$ cat src/rtl/addsub_sequencer.sv
// addsub_sequencer: sequences one add/subtract command through an external
// combinational adder. It holds the operands for SETTLE cycles, captures the
// adder result, and presents it until the consumer accepts it. The captured
// magnitude also feeds a 4-bit accumulator that later commands may use as A.
module addsub_sequencer #(
   parameter int SETTLE = 1
) (
   input  logic       clk,
   input  logic       rst_n,
   input  logic       in_valid,
   output logic       in_ready,
   input  logic [3:0] in_a,
   input  logic [3:0] in_b,
   input  logic       in_sub,
   input  logic       in_cin,
   input  logic       in_acc,
   output logic [3:0] add_a,
   output logic [3:0] add_b,
   output logic       add_s,
   output logic       add_cin,
   input  logic [3:0] add_sum,
   input  logic       add_cout,
   input  logic       add_neg,
   output logic       out_valid,
   input  logic       out_ready,
   output logic [3:0] out_sum,
   output logic       out_cout,
   output logic       out_neg
);

   typedef enum logic [1:0] {
      IDLE    = 2'd0,
      DRIVE   = 2'd1,
      CAPTURE = 2'd2,
      HOLD    = 2'd3
   } state_t;

   // Counter reload gives exactly SETTLE cycles in DRIVE (exit when it hits 0).
   localparam logic [3:0] LP_CNT_INIT = 4'(SETTLE - 1);

   state_t     r_state;
   logic [3:0] r_cnt;
   logic [3:0] r_acc;
   logic [3:0] r_a;
   logic [3:0] r_b;
   logic       r_sub;
   logic       r_cin;
   logic       r_out_valid;
   logic [3:0] r_out_sum;
   logic       r_out_cout;
   logic       r_out_neg;

   logic       w_accept;
   logic       w_drive_ops;
   logic [3:0] w_op_a;

   assign w_accept    = in_valid && (r_state == IDLE);
   assign w_op_a      = in_acc ? r_acc : in_a;
   assign w_drive_ops = (r_state == DRIVE) || (r_state == CAPTURE);

   // Operands reach the adder only while an operation is in flight; carry-in
   // is forced low in subtract mode so the adder sees a clean A-B.
   assign in_ready  = (r_state == IDLE);
   assign add_a     = w_drive_ops ? r_a : 4'd0;
   assign add_b     = w_drive_ops ? r_b : 4'd0;
   assign add_s     = w_drive_ops ? r_sub : 1'b0;
   assign add_cin   = (w_drive_ops && !r_sub) ? r_cin : 1'b0;
   assign out_valid = r_out_valid;
   assign out_sum   = r_out_sum;
   assign out_cout  = r_out_cout;
   assign out_neg   = r_out_neg;

   // Main sequencer: accept, settle, capture, then hold until consumed.
   always_ff @(posedge clk or negedge rst_n) begin
      if (!rst_n) begin
         r_state     <= IDLE;
         r_cnt       <= 4'd0;
         r_acc       <= 4'd0;
         r_a         <= 4'd0;
         r_b         <= 4'd0;
         r_sub       <= 1'b0;
         r_cin       <= 1'b0;
         r_out_valid <= 1'b0;
         r_out_sum   <= 4'd0;
         r_out_cout  <= 1'b0;
         r_out_neg   <= 1'b0;
      end else begin
         case (r_state)
            IDLE: begin
               if (w_accept) begin
                  r_a     <= w_op_a;
                  r_b     <= in_b;
                  r_sub   <= in_sub;
                  r_cin   <= in_cin;
                  r_cnt   <= LP_CNT_INIT;
                  r_state <= DRIVE;
               end
            end
            DRIVE: begin
               if (r_cnt == 4'd0) begin
                  r_state <= CAPTURE;
               end else begin
                  r_cnt <= r_cnt - 4'd1;
               end
            end
            CAPTURE: begin
               r_out_sum   <= add_sum;
               r_out_cout  <= add_cout;
               r_out_neg   <= add_neg;
               r_acc       <= add_sum;
               r_out_valid <= 1'b1;
               r_state     <= HOLD;
            end
            HOLD: begin
               if (out_ready) begin
                  r_out_valid <= 1'b0;
                  r_state     <= IDLE;
               end
            end
            default: begin
               r_state <= IDLE;
            end
         endcase
      end
   end

endmodule

$ cat config.mk
export PLATFORM = sky130hd
export DESIGN_NAME = addsub_sequencer
export DESIGN_NICKNAME = d
export VERILOG_FILES = /design/src/rtl/addsub_sequencer.sv
export SDC_FILE = /design/constraint.sdc
export NUM_CORES = 1
export LEC_CHECK = 0
export ABC_AREA = 0
export BUFFER_PORTS_ARGS = -buffer_cell sky130_fd_sc_hd__clkbuf_2
export CORE_UTILIZATION = 39
export CTS_CLUSTER_SIZE = 24
export DETAILED_ROUTE_END_ITERATION = 6
export PLACE_DENSITY = 0.7
export SETUP_SLACK_MARGIN = 0.5
export SYNTH_ARGS = -nofsm -noshare
export SYNTH_HDL_FRONTEND = slang
export SYNTH_SLANG_ARGS = --single-unit
$ cat constraint.sdc
create_clock -name clk -period 3 [get_ports clk]
set_input_delay 0.9 -clock clk [delete_from_list [all_inputs] [get_ports clk]]
set_output_delay 0.9 -clock clk [all_outputs]
set_load 0.1 [all_outputs]
======== Word level (Yosys, flattened, before mapping) ========
Index checks and enable logic that the tools add are counted.
word-level totals
  latch bits .............................. 0
  bits in writable memories ............... 0
  bits in registers ....................... 23
  output and inout port bits .............. 18
  bits of input ports ..................... 21
  ROM bits ................................ 0
  memories ................................ 0
  word-level logic and storage cells ...... 44
operators by class
  magnitude comparators ................... 0
  divide/modulo/power cells ............... 0
  add/sub/neg operators ................... 1
  shift-type cells ........................ 0
  equal/unequal tests ..................... 7
  reductions and logical operators ........ 12
  bitwise logic cells ..................... 0
  multiplexer cells ....................... 14
  multiply operators ...................... 0
operators by type and width
  kind                 number
  $mux 4               5
  $pmux 2 s4           1
  $pmux 4 s2           1
  $mux 2               3
  $reduce_and 3->1     2
  $eq 2x2->1 const B   2
  $logic_not 4->1      1
  $ne 2x1->1 const B   2
  $ne 2x2->1 const B   2
  $reduce_and 2->1     2
  $reduce_bool 2->1    2
  $sub 4x1->4 const B  1
  $mux 1               3
  $eq 2x1->1 const B   1
  $logic_and 1x1->1    2
  $logic_not 2->1      1
  $pmux 1 s2           1
  $logic_not 1->1      1
  $logic_or 1x1->1     1

======== Logic depth before layout (Yosys ltp) ========
  depth after elaboration ................. 4
  mapped depth ............................ 6
  mapped depth without buffers ............ 5

======== Worst setup path after synthesis ========
OpenSTA, ideal clock, no wires.
  path type ............................... register to output
  start point ............................. register r_state[0]
  end point ............................... output port add_cin
  cell stages (with the launch flop) ...... 5
  data arrival time ....................... 1.743 ns
  buffers on the path ..................... 1
  path slack .............................. 0.357 ns
  required time ........................... 2.100 ns
  cell sequence ........................... dfrtp_1 -> inv_1 -> ha_1 -> clkbuf_1 -> and3b_1
on the way
  longest elaborated chain between the ends .. 4
  elaborated cells on any way between the ends .. 5
  those cells by class .................... eq/ne: 2; mux: 1; reduce/logical: 2
ends and longest elaborated chain
  what                                             line  text
  start: declaration                               41    state_t r_state;
  start signal: assignment                         76    r_state <= IDLE;
  start signal: assignment                         96    r_state <= DRIVE;
  start signal: assignment                         101   r_state <= CAPTURE;
  $eq 2x1->1 / $eq 2x2->1 (equally long branches)  59    assign w_drive_ops = (r_state == DRIVE) || (r_state == CAPTURE);
  $logic_or 1x1->1 (*)                             59
  $logic_and 1x1->1 (*)                            67    assign add_cin = (w_drive_ops && !r_sub) ? r_cin : 1'b0;
  $mux 1 (*)                                       67
  end: declaration                                 20    output logic add_cin,
Mark *: on every way between the ends. The rest lies on a longest branch, timed or not.

======== Worst setup path after layout ========
  start point ............................. register r_state[0]
  end point ............................... output port add_b[2]
on the way
  longest elaborated chain between the ends .. 3
  elaborated cells on any way between the ends .. 4
  those cells by class .................... eq/ne: 2; mux: 1; reduce/logical: 1
ends and longest elaborated chain
  what                                             line  text
  $eq 2x1->1 / $eq 2x2->1 (equally long branches)  59
  $logic_or 1x1->1 (*)                             59
  $mux 4 (*)                                       65    assign add_b = w_drive_ops ? r_b : 4'd0;
  end: declaration                                 18    output logic [3:0] add_b,
Marks and branches as above.

==> results_dict.tcl <==
set metrics [dict create \
    vias_per_cell 5.058 \
    first_pass_iters 4 \
    synth_seq_area_share 0.4946 \
    fin_crit_ns 2.455 \
    antenna_left 0 \
    wl_mm 2.318 \
    synth.avg_cell_area_um2 11.64 \
    critPathCaptureType "primary output" \
    gr-usage-met2 0.2891 \
    grt_pass1_vias 899 \
    min_path_type "register to register" \
    post-route-drc-count 0 \
    synthCells 100 \
    synth_nets 129 \
    tightest_slew_ns 0.5720 \
    area_growth_pct 36.34 \
    cts.htree.levels 1 \
    ff_latch_area_um2 575.6 \
    synth_top_area_frac 0.4946 \
    ys_seq_elements 23 \
    syn-cell-area_um2 1164 \
    cts_buffers 3 \
    rsz0062_at_grt "yes" \
    place_congestion 0.8104 \
    ctsHoldBuffers 0 \
    ys_types 24 \
    antenna_found_initial 0 \
    rows 19 \
    multi_input_area_um2 576.8 \
    grt_overflow 0 \
    antenna_cells 0 \
    crit_arrival_ns 1.56 \
    wl_per_cell_um 13.40 \
    filler_cell_count 243 \
    grtUsageMet1 0.1726 \
    first_iter_violations 9 \
    relSlewSlack 0.6187 \
    clock_skew_ns 0.002968 \
    dp_hpwl_mm 1.733 \
    initial_core_util 0.4184 \
    cts_tree "done" \
    hold_viol 0 \
    synth.area.top_cells "dfrtp_1, mux2_1, ha_1" \
    fin_crit_sh 0.8184 \
    outcome "complete, no violations" \
    dp.cells 165 \
    layout.cells.non_filler 173 \
    synth.largest_area_cell "dfrtp_1" \
    cp_max_fo 7 \
    vias 875 \
    die_w_um 56.62 \
    mostFrequentLayoutCell "clkbuf_2" \
    die_h_um 56.62 \
    worstPathRequired_ns 2.10 \
    ff2ff_setup_slack_ns 1.09 \
    startpoint "r_state[0]" \
    r2r_start "r_cnt[0]" \
    clockBufferDepth 2 \
    clockRootBuffer "clkbuf_4" \
    nets 172 \
    hold_start "r_a[0]" \
    grt_max_degree 24 \
    start_kind "register" \
    port_buffers 38 \
    drive_above_1_share 0.4155 \
    clock_sink_count 23 \
    crit_type "register to primary output" \
    maxCapViolCount 0 \
    die-area_um2 3206 \
    synth.yosys.warnings 0 \
    grtUsageMet3 0.04608 \
    slew_violations 0 \
    insertion_delay_ns 0.30 \
    grt_pass1_wl_mm 3.836 \
    tns_ns 0 \
    io_pins 39 \
    clkTransAtPathRegs_ns 0.12 \
    core-area_um2 2781 \
    grt.total_usage 0.1551 \
    setup_viol 0 \
    final_cell_mix "clkbuf_2, dfrtp_1, mux2_1" \
    fmax_mhz 407.3 \
    top_usage_layer "met2" \
]
critical path, stage by stage, from the launching register on:
cell	delay (ns)
dfrtp_1	0.43
inv_2	0.07
ha_4	0.30
buf_6	0.11
and2_2	0.16
buf_12	0.17
cell families after synthesis:
group,synth area share
mux,0.1946
fa+ha+maj,0.08602
buf+inv,0.03333
simple gates,0.1269
flops,0.4946
compound gates,0.06451
worst paths after layout:
kind                              end  cells after the start
max in group asynchronous    r_cnt[1]                      1
max                          add_b[2]                      5
min                            r_a[0]                      2
min in group asynchronous  out_sum[2]                      1
max reg2reg                r_state[1]                      5
min reg2reg                    r_a[0]                      2
through the flow:
| step | utilization | instance area (µm²) | worst slack, ns | hold WS [ns] |
|---|---|---|---|---|
| final | 0.5704 | 1587 | 0.5447 | 0.4960 |
| after global routing | 0.5704 | 1587 | 0.4683 | 0.5196 |
| after CTS | 0.5488 | 1526 | 0.4695 | 0.5033 |
| after detailed placement | 0.4998 | 1390 | 0.4819 | 0.4737 |
| after global placement | 0.4998 | 1390 | 0.5647 | 0.4588 |
| after floorplan | - | 1176 | 0.6375 | 0.4478 |
cells in the mapped netlist (all sizes together):
| cell | instances |
|---|---|
| and3b | 1 |
| o2bb2ai | 1 |
| or3b | 1 |
| nand2 | 7 |
| nor3b | 1 |
| ha | 8 |
| mux2i | 8 |
| clkinvlp | 1 |
| nand2b | 1 |
| nor2b | 1 |
| mux2 | 13 |
| a21o | 1 |
| inv | 5 |
| nor2 | 2 |
| dfrtp | 23 |
| nor3 | 1 |
| a21oi | 1 |
| and2 | 9 |
| o21ai | 7 |
| a222oi | 1 |
| clkbuf | 4 |
| a2bb2oi | 1 |
| nand3b | 2 |
state kept, by name, summed over array words and instances (netlist names):
signal and flops:
r_cnt 4, r_state 2, out_valid 1, r_a 4, r_sub 1, out_cout 1
out_sum 4, r_b 4, out_neg 1, r_cin 1
per-layer routing:
metal / part of all wire / vias to the layer above
met5: 0 / -
met4: 0.0043 / 0
met3: 0.041 / 2
met2: 0.54 / 20
met1: 0.41 / 429
li1: - / 424
repair_timing:
item / CTS / global route
setup buffers: 1 / 3
pin swaps: 0 / 1
endpoints found under the setup margin: 11 / 11
resized for setup: 23 / 18
area by class of cell:
class                      count  area share
clock buffer                   4     0.01656
inverter                       6     0.01498
multi-input combinational     67      0.3636
sequential                    23      0.3628
tap                           31     0.02445
timing repair buffer          42      0.2177
Power is left out: the tool's default activity adds up to more than one toggle a clock period on the data nets, which glitch-free logic cannot reach.
